[src/rtl/mips_fetch_pkg.sv]
// Shared types and constants for the instruction-fetch sequencer.
package mips_fetch_pkg;

  localparam int unsigned WordW = 32;
  localparam logic [WordW-1:0] ResetVector = 32'hBFC0_0000;

  typedef enum logic [2:0] {
    StIdle,
    StReq,
    StHave,
    StDiscard,
    StErr
  } fetch_state_t;

endpackage

[src/rtl/if_fetch_ctrl.sv]
// Instruction-fetch sequencer: one outstanding imem read, buffered word to IF/ID.
// Optional ack-wait timeout enabled by defining FETCH_TIMEOUT_EN.
module if_fetch_ctrl
  import mips_fetch_pkg::*;
#(
  parameter logic [WordW-1:0] RESET_VECTOR   = ResetVector,
  parameter int unsigned      TIMEOUT_CYCLES = 256
) (
  input  logic             clock,
  input  logic             reset,
  output logic             imem_req,
  output logic [WordW-1:0] imem_addr,
  input  logic             imem_ack,
  input  logic [WordW-1:0] imem_rdata,
  input  logic             id_stall,
  input  logic             br_taken,
  input  logic [WordW-1:0] br_target,
  input  logic             exc_flush,
  input  logic [WordW-1:0] exc_target,
  output logic [WordW-1:0] if_instruction,
  output logic [WordW-1:0] if_pc,
  output logic [WordW-1:0] if_pc_add4,
  output logic             if_is_bds,
  output logic             if_stall,
  output logic             if_flush,
  output logic             fetch_bus_err
);

  fetch_state_t     state_q, state_d;
  logic [WordW-1:0] pc_q, pc_d;
  logic [WordW-1:0] addr_q, addr_d;
  logic [WordW-1:0] instr_q, instr_d;
  logic [WordW-1:0] tgt_q, tgt_d;
  logic             bp_q, bp_d;
  logic             fp_q, fp_d;
  logic [WordW-1:0] next_pc;

`ifdef FETCH_TIMEOUT_EN
  localparam int unsigned CntW = $clog2(TIMEOUT_CYCLES + 1);
  logic [CntW-1:0] cnt_q, cnt_d;
  logic            err_q, err_d;
  logic            timeout;
  assign timeout = (cnt_q == CntW'(TIMEOUT_CYCLES - 1));
`endif

  always_comb begin
    if (br_taken) begin
      next_pc = br_target;
    end else if (bp_q) begin
      next_pc = tgt_q;
    end else begin
      next_pc = pc_q + 32'd4;
    end
  end

  always_comb begin
    state_d = state_q;
    pc_d    = pc_q;
    addr_d  = addr_q;
    instr_d = instr_q;
    tgt_d   = tgt_q;
    bp_d    = bp_q;
    fp_d    = fp_q;
`ifdef FETCH_TIMEOUT_EN
    cnt_d   = cnt_q + CntW'(1);
    err_d   = 1'b0;
`endif

    if (exc_flush) begin
      fp_d = 1'b1;
    end else if (!id_stall) begin
      fp_d = 1'b0;
    end

    // Redirect beats a same-cycle branch: the branch itself is being squashed.
    if (exc_flush) begin
      pc_d = exc_target;
      bp_d = 1'b0;
    end else if (br_taken) begin
      tgt_d = br_target;
      bp_d  = 1'b1;
    end

    unique case (state_q)
      StIdle, StErr: begin
        if (exc_flush) begin
          state_d = StReq;
          addr_d  = exc_target;
`ifdef FETCH_TIMEOUT_EN
          cnt_d   = '0;
`endif
        end else if (state_q == StIdle) begin
          state_d = StReq;
          addr_d  = pc_q;
`ifdef FETCH_TIMEOUT_EN
          cnt_d   = '0;
`endif
        end
      end
      StReq: begin
        if (exc_flush) begin
          if (imem_ack) begin
            state_d = StReq;
            addr_d  = exc_target;
          end else begin
            state_d = StDiscard;
          end
`ifdef FETCH_TIMEOUT_EN
          cnt_d = '0;
`endif
        end else if (imem_ack) begin
          instr_d = imem_rdata;
          state_d = StHave;
        end
`ifdef FETCH_TIMEOUT_EN
        else if (timeout) begin
          state_d = StErr;
          err_d   = 1'b1;
        end
`endif
      end
      StHave: begin
        if (exc_flush) begin
          state_d = StReq;
          addr_d  = exc_target;
`ifdef FETCH_TIMEOUT_EN
          cnt_d   = '0;
`endif
        end else if (!id_stall) begin
          pc_d    = next_pc;
          addr_d  = next_pc;
          bp_d    = 1'b0;
          state_d = StReq;
`ifdef FETCH_TIMEOUT_EN
          cnt_d   = '0;
`endif
        end
      end
      StDiscard: begin
        // Stale read still owns the bus; address must not move until it returns.
        if (imem_ack) begin
          state_d = StReq;
          addr_d  = exc_flush ? exc_target : pc_q;
`ifdef FETCH_TIMEOUT_EN
          cnt_d   = '0;
`endif
        end
`ifdef FETCH_TIMEOUT_EN
        else if (timeout) begin
          state_d = StErr;
          err_d   = 1'b1;
        end
`endif
      end
      default: state_d = StIdle;
    endcase
  end

  always_ff @(posedge clock or posedge reset) begin
    if (reset) begin
      state_q <= StIdle;
      pc_q    <= RESET_VECTOR;
      addr_q  <= RESET_VECTOR;
      instr_q <= '0;
      tgt_q   <= '0;
      bp_q    <= 1'b0;
      fp_q    <= 1'b0;
    end else begin
      state_q <= state_d;
      pc_q    <= pc_d;
      addr_q  <= addr_d;
      instr_q <= instr_d;
      tgt_q   <= tgt_d;
      bp_q    <= bp_d;
      fp_q    <= fp_d;
    end
  end

`ifdef FETCH_TIMEOUT_EN
  always_ff @(posedge clock or posedge reset) begin
    if (reset) begin
      cnt_q <= '0;
      err_q <= 1'b0;
    end else begin
      cnt_q <= cnt_d;
      err_q <= err_d;
    end
  end
  assign fetch_bus_err = err_q;
`else
  assign fetch_bus_err = 1'b0;
`endif

  assign imem_req       = (state_q == StReq) || (state_q == StDiscard);
  assign imem_addr      = addr_q;
  assign if_instruction = instr_q;
  assign if_pc          = pc_q;
  assign if_pc_add4     = pc_q + 32'd4;
  assign if_is_bds      = bp_q;
  assign if_stall       = (state_q != StHave);
  assign if_flush       = fp_q | exc_flush;

endmodule
[config.mk]
export PLATFORM = sky130hd
export DESIGN_NAME = if_fetch_ctrl
export DESIGN_NICKNAME = d
export VERILOG_FILES = /design/src/rtl/mips_fetch_pkg.sv /design/src/rtl/if_fetch_ctrl.sv
export SDC_FILE = /design/constraint.sdc
export NUM_CORES = 1
export LEC_CHECK = 0
export BUFFER_PORTS_ARGS = -buffer_cell sky130_fd_sc_hd__buf_2
export CORE_MARGIN = 5
export CORE_UTILIZATION = 50
export DETAILED_ROUTE_END_ITERATION = 12
export PLACE_DENSITY = 0.82
export SYNTH_ARGS = -nofsm -noshare
export SYNTH_HDL_FRONTEND = slang
export SYNTH_SLANG_ARGS = --single-unit
[constraint.sdc]
create_clock -name clock -period 5.07 [get_ports clock]
set_clock_uncertainty 0.2 [all_clocks]
set_input_delay 0 -clock clock [delete_from_list [all_inputs] [get_ports clock]]
set_output_delay 0 -clock clock [all_outputs]
set_load 0.005 [all_outputs]
# --- Word level (Yosys, flattened, before mapping) ---
# Cells that the tools add are included.
word_totals:
  regBits: 133
  inputBits: 102
  out_inout_bits: 133
  wordCells: 60
classes:
  add_sub_neg: 1
  eq_ne: 12
  mux: 30
  bitwise: 2
  reduce_logical: 8
op_table:
  columns: ["operator", "n"]
  rows:
  - ["$mux W32", 13]
  - ["$pmux W32 S4", 1]
  - ["$add A32 B3 Y32 const B", 1]
  - ["$mux W3", 7]
  - ["$pmux W3 S4", 1]
  - ["$ne A3 B3 Y1 const B", 3]
  - ["$mux W1", 7]
  - ["$eq A3 B2 Y1 const B", 2]
  - ["$ne A2 B2 Y1 const B", 3]
  - ["$reduce_and A6 Y1", 1]
  - ["$reduce_and A4 Y1", 1]
  - ["$reduce_bool A4 Y1", 1]
  - ["$eq A3 B1 Y1 const B", 1]
  - ["$eq A3 B3 Y1 const B", 1]
  - ["$logic_not A3 Y1", 1]
  - ["$ne A3 B2 Y1 const B", 1]
  - ["$reduce_and A3 Y1", 1]
  - ["$mux W2", 1]
  - ["$ne A2 B1 Y1 const B", 1]
  - ["$reduce_and A2 Y1", 1]
  - ["$reduce_or A2 Y1", 1]
  - ["$logic_or A1 B1 Y1", 1]
  - ["$not A1 Y1", 1]
  - ["$or A1 B1 Y1", 1]

# --- Depth between registers and ports, before layout ---
# Gate-level depths: netlist (run 1).
logic_depth:
  ltp_word: 6
  mapped_depth: 10
  depth_no_buf: 8

# --- Least setup slack after synthesis (run 1) ---
# No wires, ideal clock.
synth_path:
  kind: "register to register"
  from: "reg state_q[0]"
  to: "reg addr_q[21], in the netlist imem_addr[21]"
  setup_time_ns: 0.132
  arrival_ns: 2.075
  required_time_ns: 4.738
  path_slack_ns: 2.663
  path_stages_with_launch: 10
  period_less_slack_ns: 2.407
  cell_sequence: "dfrtp_1 inv_1 ha_1 buf_2 or4_1 o221ai_1 buf_2 nor2_1 a221oi_1 o21ai_1"
synth_via:
  elab_chain_cells: 4
synth_lines:
  columns: ["item", "line_no", "text"]
  rows:
  - ["from (decl)", "if_fetch_ctrl.sv:29", "fetch_state_t state_q, state_d;"]
  - ["from (signal assigned)", "if_fetch_ctrl.sv:161", "state_q <= StIdle;"]
  - ["from (signal assigned)", "if_fetch_ctrl.sv:169", "state_q <= state_d;"]
  - ["$eq A3 B3 Y1 or $logic_not A3 Y1 (tied branches)", "if_fetch_ctrl.sv:84, if_fetch_ctrl.sv:92", null]
  - ["$reduce_or A2 Y1", "if_fetch_ctrl.sv:84", "unique case (state_q)"]
  - ["$ne A3 B3 Y1 (no line) or $reduce_bool A4 Y1 (tied branches)", null, null]
  - ["$reduce_and A6 Y1 (no line)", null, null]
  - ["to (signal assigned)", "if_fetch_ctrl.sv:171", "addr_q <= addr_d;"]
  - ["to (decl)", "if_fetch_ctrl.sv:31", "logic [WordW-1:0] addr_q, addr_d;"]
# Parallel ways exist; a longest one is shown, timed or not.
# A chain may end at the register's enable or synchronous reset.

# --- Worst setup path in the final report (run 1) ---
layout_path:
  from: "reg state_q[0]"
  to: "reg pc_q[5], in the netlist if_pc[5]"
layout_via:
  elab_chain_cells: 2
layout_lines:
  columns: ["item", "line_no", "text"]
  rows:
  - ["$eq A3 B2 Y1", "if_fetch_ctrl.sv:84", null]
  - ["$mux W32", "if_fetch_ctrl.sv:84", null]
  - ["named net pc_d[5]", "if_fetch_ctrl.sv:30", "logic [WordW-1:0] pc_q, pc_d;"]
  - ["to (signal assigned)", "if_fetch_ctrl.sv:170", "pc_q <= pc_d;"]
  - ["to (decl)", "if_fetch_ctrl.sv:30", null]
# The timed path passes the listed nets, and every way through them passes these cells.

==> results of run 1 <==
## power by group through the flow
stage / Clock, mW / Sequential, mW / Combinational, mW
2_1_floorplan: 0 / 1.66 / 1.36
3_3_place_gp: 0 / 1.69 / 2.08
3_5_place_dp: 0 / 1.70 / 2.12
4_1_cts: 1.19 / 1.69 / 2.20
5_1_grt: 1.23 / 1.74 / 2.46
6_report: 1.18 / 1.70 / 2.25
## cell type report
class,count,area share [%]
multi-input cells,630,38.4
flip-flops and latches,132,31.4
repair buffers,347,21.5
clock buffers,23,4.61
well taps,188,2.22
inverters,27,0.981
clock inverters,9,0.733
diodes,3,0.0709
## worst max-delay path by stage
stage	from	endpoint	slack, ps	cells after the start
floorplan	reset	fp_q	1370	1
global placement	state_q[1]	imem_addr[17]	1890	8
detailed placement	state_q[1]	imem_addr[13]	1820	8
CTS	state_q[0]	if_pc[5]	1430	7
global route	state_q[0]	if_pc[5]	1160	7
finish	state_q[0]	if_pc[5]	1240	7
## critical path, delay by kind of cell, from the launching register on
family / cells / cell delay [ps]
flip-flops: 1 / 400
AND/OR/NAND/NOR: 2 / 930
AO/OA/AOI/OAI: 1 / 410
adder cells (fa/ha/maj): 1 / 620
buffers and inverters: 3 / 1150
## cells in the final DEF (no fill, tap or decap), drive strengths merged, types with 18 or more instances in the layout
cell type and instances:
mux2 65, dfrtp 114, dfstp 18, nand3 30
dlygate4sd3 103, nand2 129, o21ai 40, clkbuf 23
inv 24, buf 244, a21oi 81, o221ai 20
o211ai 18, nor2 54
## cell families after synthesis
kind of cell / after synthesis
AOI/OAI and AO/OA: 235
xor gates and xnor gates: 24
adders and majority gates: 5
buffers and inverters: 90
DFF: 132
muxes: 75
other: 1
and+or+nand+nor: 290
## flip-flops by register name (all words and copies together), names as in the netlist
| register | count |
|---|---|
| fp_q | 1 |
| state_q | 2 |
| if_instruction | 32 |
| if_is_bds | 1 |
| imem_addr | 32 |
| if_pc | 32 |
| tgt_q | 32 |
## cell usage after synthesis, types with 5 or more instances
cell	count	share of area, %
nand2_1	129	6.3
dfrtp_1	114	37
a21oi_1	81	5.2
mux2_2	65	9.5
nor2_1	52	2.5
clkbuf_1	41	2.0
o21ai_0	39	2.5
nand3_1	30	1.9
inv_1	24	1.2
dfstp_2	18	6.1
o211ai_1	18	1.7
o221ai_1	17	1.9
and3_1	15	1.2
xnor2_1	15	1.7
nand2b_1	13	1.1
o31ai_1	11	1.1
mux2i_1	10	1.3
buf_1	9	0.44
buf_2	9	0.58
o22ai_1	9	0.73
a211oi_1	8	0.78
a22oi_1	8	0.78
nor3_1	8	0.52
or2_2	8	0.65
a221oi_1	7	0.79
nand4_1	7	0.57
xor2_1	7	0.79
a21boi_0	5	0.49
and2_1	5	0.40
ha_1	5	0.81
## per-layer routing
layer	GRT usage (%)	share of wire, %	vias to the layer above
met5	0	0	-
met4	15.9	4.9	0
met3	7.76	11	115
met2	47.3	45	572
met1	39.5	39	3864
li1	-	-	3665
## what timing repair did
action	CTS	global route
endpoints found under the hold margin	213	0
hold buffers	103	0
setup endpoints to repair	0	0
resized for setup	0	0
## stage by stage
| stage | cells | power [mW] | instance area [sq um] | util, % | setup slack (ps) |
|---|---|---|---|---|---|
| after floorplan | 852 | 3.01 | 7730 | - | 1370 |
| after global placement | 1221 | 3.77 | 8980 | 59.1 | 1890 |
| after detailed placement | 1221 | 3.82 | 8980 | 59.1 | 1820 |
| after CTS | 1356 | 5.07 | 10600 | 69.6 | 1430 |
| after global routing | 1357 | 5.43 | 10600 | 69.6 | 1160 |
| final | 1359 | 5.13 | 10600 | 69.6 | 1240 |
==> impl_results.md, run 1 <==
* Starting Density at between 50% and 60%
* Fillers at 1188
* RSZ-0062 raised after global routing: no
* Primary flip-flop cell chosen by synthesis mapping: dfrtp_1
* Register Area at 3330 sq um
* Reg2reg end: if_pc[5]
* Num CTS Buffers at 17
* Post-synth EDFFs at 0
* Final setup vio count at 0
* H-tree levels at 4
* NetSw at 2.01 mW
* Iteration-0 DRC Markers at 934
* Library cells used by synthesis at 67
* DIE WIDTH at between 100 and 150 um
* CTS Sinks at 132
* Seq/Total Area, Yosys at 43.0%
* Worst vdd ir at 0.358 mV
* Initial antenna violation count at 1
* DR vias/cell at roughly 6.0
* Worst-Margin Slew at 1130 ps
* Final Cycle Share at 75.6%
* Slew headroom at between 20% and 30%
* Clock power share at 22.9%
* Fmax at 261 MHz
* Worst-path fanout max at 18
* Reg2reg setup slack at roughly 1200 ps
* Hold path depth at 3
* Comb power frac at 43.9%
* DP Wirelength at 19000 um
* Yosys reg bits at 132
* Final ANT Viol Nets at 0
* Leakage at 4.85 nW
* Ratio of cells with drive above 1 in the final layout at 33.0%
* Vias at 8216
* Mux cell area share after synthesis at 10.8%
* FP Rows at 45
* CTS clk-pin slew, worst paths at 60 ps
* Pwr dens at around 480 nW/um^2
* P_int at around 3.1 mW
* CP max stage cell: ha_1
* Total global-route track usage at 30.5%
* Hold Crit Start: br_taken
* Largest family of logic cells by synthesized area: compound AO/OA/AOI/OAI gates
* Number of max-cap violations at 0
* GPL Wtd Cong at roughly 0.95
* Required @ worst endpoint at 5170 ps
* Final #Nets at 1262
* Worst Setup End Kind: flip-flop
* Final Critical Period at 3830 ps
* HP Class: in2reg
* Largest net degree at the start of global routing at 84
* Final Slew Violations at 0
* CP Cell Sequence: inv_1 > ha_1 > clkinv_1 > nor2_2 > nor2_1 > a221o_1 > dlygate4sd3_1
* Worst-Skew Late Latency at 410 ps
* Overflow after GRT at 0
* Wire length per cell at 20.4 um
* Worst R2R Path Depth at 7
* Worst path arrival time at 3930 ps
* Final Hold Fails at 0
* Hold path endpoint: if_pc[26]
* Final WL at 27700 um
* Boundary Pins at 235
* CTS tree: done
* Crit path kind: reg2reg
* Mapped cell area at 7730 sq um
* Synth warn at 0
* DRC Markers at 0
* Hold Slack at between 30 and 40 ps
* Vias in the first global route at 8202
* Die area at 18100 sq um
* Status: finished clean
* Detailed-router iteration count before antenna repair at 5
* Synth async-reset ratio at 100%
* Worst setup SP type: flip-flop
* Synth Area in XOR/XNOR at ~2.9%
* Clk buf depth at 2
* Synthesized Nets at approximately 960
* Area of the multi-input gates at around 4100 sq um
* Worst r2r src: state_q[0]
* Post-synthesis adder-cell area fraction at 0.809%
* I/O Buffers at 233
* Synth Instances at 852
* Core Region at 15200 sq um
* Die height at 134 um
* Root Buffer: clkbuf_16
* Simple-gate area share of the yosys netlist at 17.9%
* Area added between synthesis and finish at 36.9%
* Seq pwr share at 33.2%
* Final TNS setup at 0 ps
* Sw frac at around 40%
* Synth Area in Compound Gates at 19.9%
* Post-CTS Setup Repair Bufs at 0
* First-pass GRT wire length at 43600 um
* Syn avg cell area at approximately 9.1 sq um
* Max stage delay on crit path at between 600 and 700 ps
No activity file was read; power rests on OpenSTA's default activity.
==> run 2: changes to the inputs <==
--- a/config.mk
+++ b/config.mk
@@ -5,11 +5,12 @@
 export SDC_FILE = /design/constraint.sdc
 export NUM_CORES = 1
 export LEC_CHECK = 0
+export ABC_AREA = 1
 export BUFFER_PORTS_ARGS = -buffer_cell sky130_fd_sc_hd__buf_2
 export CORE_MARGIN = 5
-export CORE_UTILIZATION = 50
+export CORE_UTILIZATION = 47
 export DETAILED_ROUTE_END_ITERATION = 12
-export PLACE_DENSITY = 0.82
+export PLACE_DENSITY = 0.81
 export SYNTH_ARGS = -nofsm -noshare
 export SYNTH_HDL_FRONTEND = slang
 export SYNTH_SLANG_ARGS = --single-unit
==> constraint.sdc (replaced) <==
create_clock -name clock -period 3.45 [get_ports clock]
set_clock_uncertainty 0.2 [all_clocks]
set_input_delay 0 -clock clock [delete_from_list [all_inputs] [get_ports clock]]
set_output_delay 0 -clock clock [all_outputs]
set_load 0.005 [all_outputs]
==> impl_results.md, run 2 <==
* Synth area leader: dfrtp_1
* Fmax at 344 MHz
* DRC Markers at 0
* Required @ worst endpoint at 3570 ps
* Comb power frac at 44.8%
* P_int at between 4 and 5 mW
* Vias in the first global route at 8552
* Worst-path fanout max at 24
* DIE WIDTH at 138 um
* Commonest non-fill, non-tap cell in the layout: nand2_1
* Iteration-0 DRC Markers at 977
* Synth warn at 0
* Vias at about 8700
* Worst R2R Path Depth at 9
* Seq/Total Area, Yosys at 43.0%
* Final Slew Violations at 0
* Placed cell count at 1460
* Worst vdd ir at 0.613 mV
* CTS tree: done
* Largest net degree at the start of global routing at 133
* Final TNS setup at 0 ps
* CTS Sinks at about 130
* Detailed-router iteration count before antenna repair at 6
* Slew headroom at roughly half
* DP Wirelength at approximately 19000 um
* Final Critical Period at slightly below 3000 ps
* Fillers at 1348
* Yosys reg bits at 132
* Boundary Pins at 235
* Wire length per cell at 17.8 um
* Worst-Margin Slew at 745 ps
* Final ANT Viol Nets at 0
* Number of max-cap violations at 0
* FP Rows at 47
* Seq pwr share at 31.9%
* Clock power share at between 20% and 30%
* Commonest cells after routing, fill and taps aside: nand2_1 (330), buf_2 (233), dlygate4sd3_1 (119)
* Synth async-reset ratio at 100%
* DR vias/cell at 5.42
* Worst-Skew Late Latency at 420 ps
* H-tree levels at 4
* Overflow after GRT at 0
* NetSw at between 3 and 4 mW
* I/O Buffers at 233
* Final WL at between 20000 and 30000 um
* Synth cell count leaders: nand2_1 (330), dfrtp_1 (114), a21oi_1 (99)
* Num CTS Buffers at 17
* Synthesized Nets at 1155
* Synth Instances at 1048
* GPL Wtd Cong at just over 0.9
* Worst path arrival time at 3020 ps
* Initial antenna violation count at 1
* Total global-route track usage at 29.5%
* Die area at approximately 19000 sq um
* Crit path kind: reg2reg
* Status: finished clean
* Sw frac at 39.3%
* Pwr dens at 713 nW/um^2
* Final #Nets at 1485
* Hold path depth at 3
* CTS clk-pin slew, worst paths at 60 ps
* Pwr Total at 7.73 mW
* HP Class: in2reg
* Final Cycle Share at 84.3%
* Final Hold Fails at 0
* Post-synth EDFFs at 0
* Final non-filler cell total at about 1600
* Post-synth top area share at 36.9%
* Area added between synthesis and finish at 40.1%
* First-pass GRT wire length at 45600 um
* Starting Density at 47.4%
* Syn avg cell area at between 7 and 8 sq um
* CTS resizes at 0
* Largest cells by area after synthesis: dfrtp_1 (37%), nand2_1 (16%), a21oi_1 (6.4%)
* Die height at approximately 140 um
* Library cells used by synthesis at 38
* Root Buffer: clkbuf_16
* Mapped cell area at 7740 sq um
* Worst setup SP type: flip-flop
* Core Region at between 15000 and 20000 sq um
* Final setup vio count at 0
* Leakage at between 5 and 6 nW
* RSZ-0062 raised after global routing: no
* Worst Setup End Kind: flip-flop
* Ratio of cells with drive above 1 in the final layout at 25.9%
* Most common cell in the synthesized netlist: nand2_1
* Clk buf depth at 2
* Primary flip-flop cell chosen by synthesis mapping: dfrtp_1
==> run 2: changes by cell type in the layout (fill, tap and decap cells not counted), moves of 16 or more <==
cell | before | now
inv_1 | 23 | 75
o21ai_0 | 39 | 78
nand2_1 | 129 | 330
nor2_1 | 51 | 83
dlygate4sd3_1 | 103 | 119
mux2_2 | 65 | 33
o221ai_1 | 16 | 0
a21o_1 | 4 | 25
a21oi_1 | 81 | 99
nand3_1 | 30 | 54
o211ai_1 | 18 | 0
==> run 2: per-layer routing <==
layer	global-route usage, %	vias to the layer above	routed length [um]
met5	0	-	0
met2	46.9	585	13200
li1	-	4067	-
met4	15.1	0	1360
met3	7.67	103	2970
met1	37.1	3978	11100
==> run 2: final timing paths <==
path / from / to / slack [ps]
setup / recovery: state_q[0] / imem_addr[13] / 540
hold / removal: exc_flush / fp_q / 60
setup reg to reg: state_q[0] / imem_addr[13] / 540
hold reg to reg: fp_q / fp_q / 270
max in group asynchronous: reset / if_pc[21] / 2370
min in group asynchronous: reset / tgt_q[29] / 120
==> run 2: per-stage QoR <==
step                utilization (%)  hold WS, ps  cell area (sq um)  worst slack (ps)
detailed placement             55.5         37.6               9070               809
floorplan                         -        -94.6               7740              1510
global placement               55.5         30.6               9070               918
CTS                            66.3         21.8              10800               591
global route                   66.3         79.2              10800               388
finish                         66.3         61.4              10800               541
==> run 2: power groups by stage <==
stage | logic, mW | registers, mW | clock network, mW
floorplan | 1.99 | 2.44 | 0
global placement | 3.12 | 2.45 | 0
detailed placement | 3.22 | 2.45 | 0
CTS | 3.40 | 2.45 | 1.82
global route | 3.81 | 2.52 | 1.88
finish | 3.46 | 2.46 | 1.80
==> run 2: final cells by class <==
cell class                 count  area (sq um)  area share [%]
sequential                   132          3330            30.7
multi-input combinational    779          3860            35.6
tap                          220           275            2.54
timing repair buffer         366          2490            22.9
antenna                        1          2.50          0.0231
inverter                      82           312            2.87
clock inverter                 5          75.1           0.692
clock buffer                  27           503            4.64
==> run 2: kinds of logic after synthesis <==
group	Yosys count	synth area share [%]
simple gates	499	26.7
compound gates	234	16.6
buf+inv	137	7.22
flops	132	43.0
mux	34	4.93
xor+xnor	6	0.679
fa+ha+maj	5	0.808
other cells	1	0.0484
==> run 2: worst max-delay path, cell delays in order (launching register included) <==
cell	delay [ps]
dfrtp_1	390
inv_1	80
ha_1	300
clkinv_1	560
buf_4	410
a21oi_1	130
nand2_1	70
dlygate4sd3_1	550
nand2_1	60
nand2_1	40
==> run 2: repair_timing <==
item / CTS / global route
endpoints found under the setup margin: 0 / 0
endpoints found under the hold margin: 246 / 0
hold buffers: 119 / 0
buffers inserted: 0 / 0
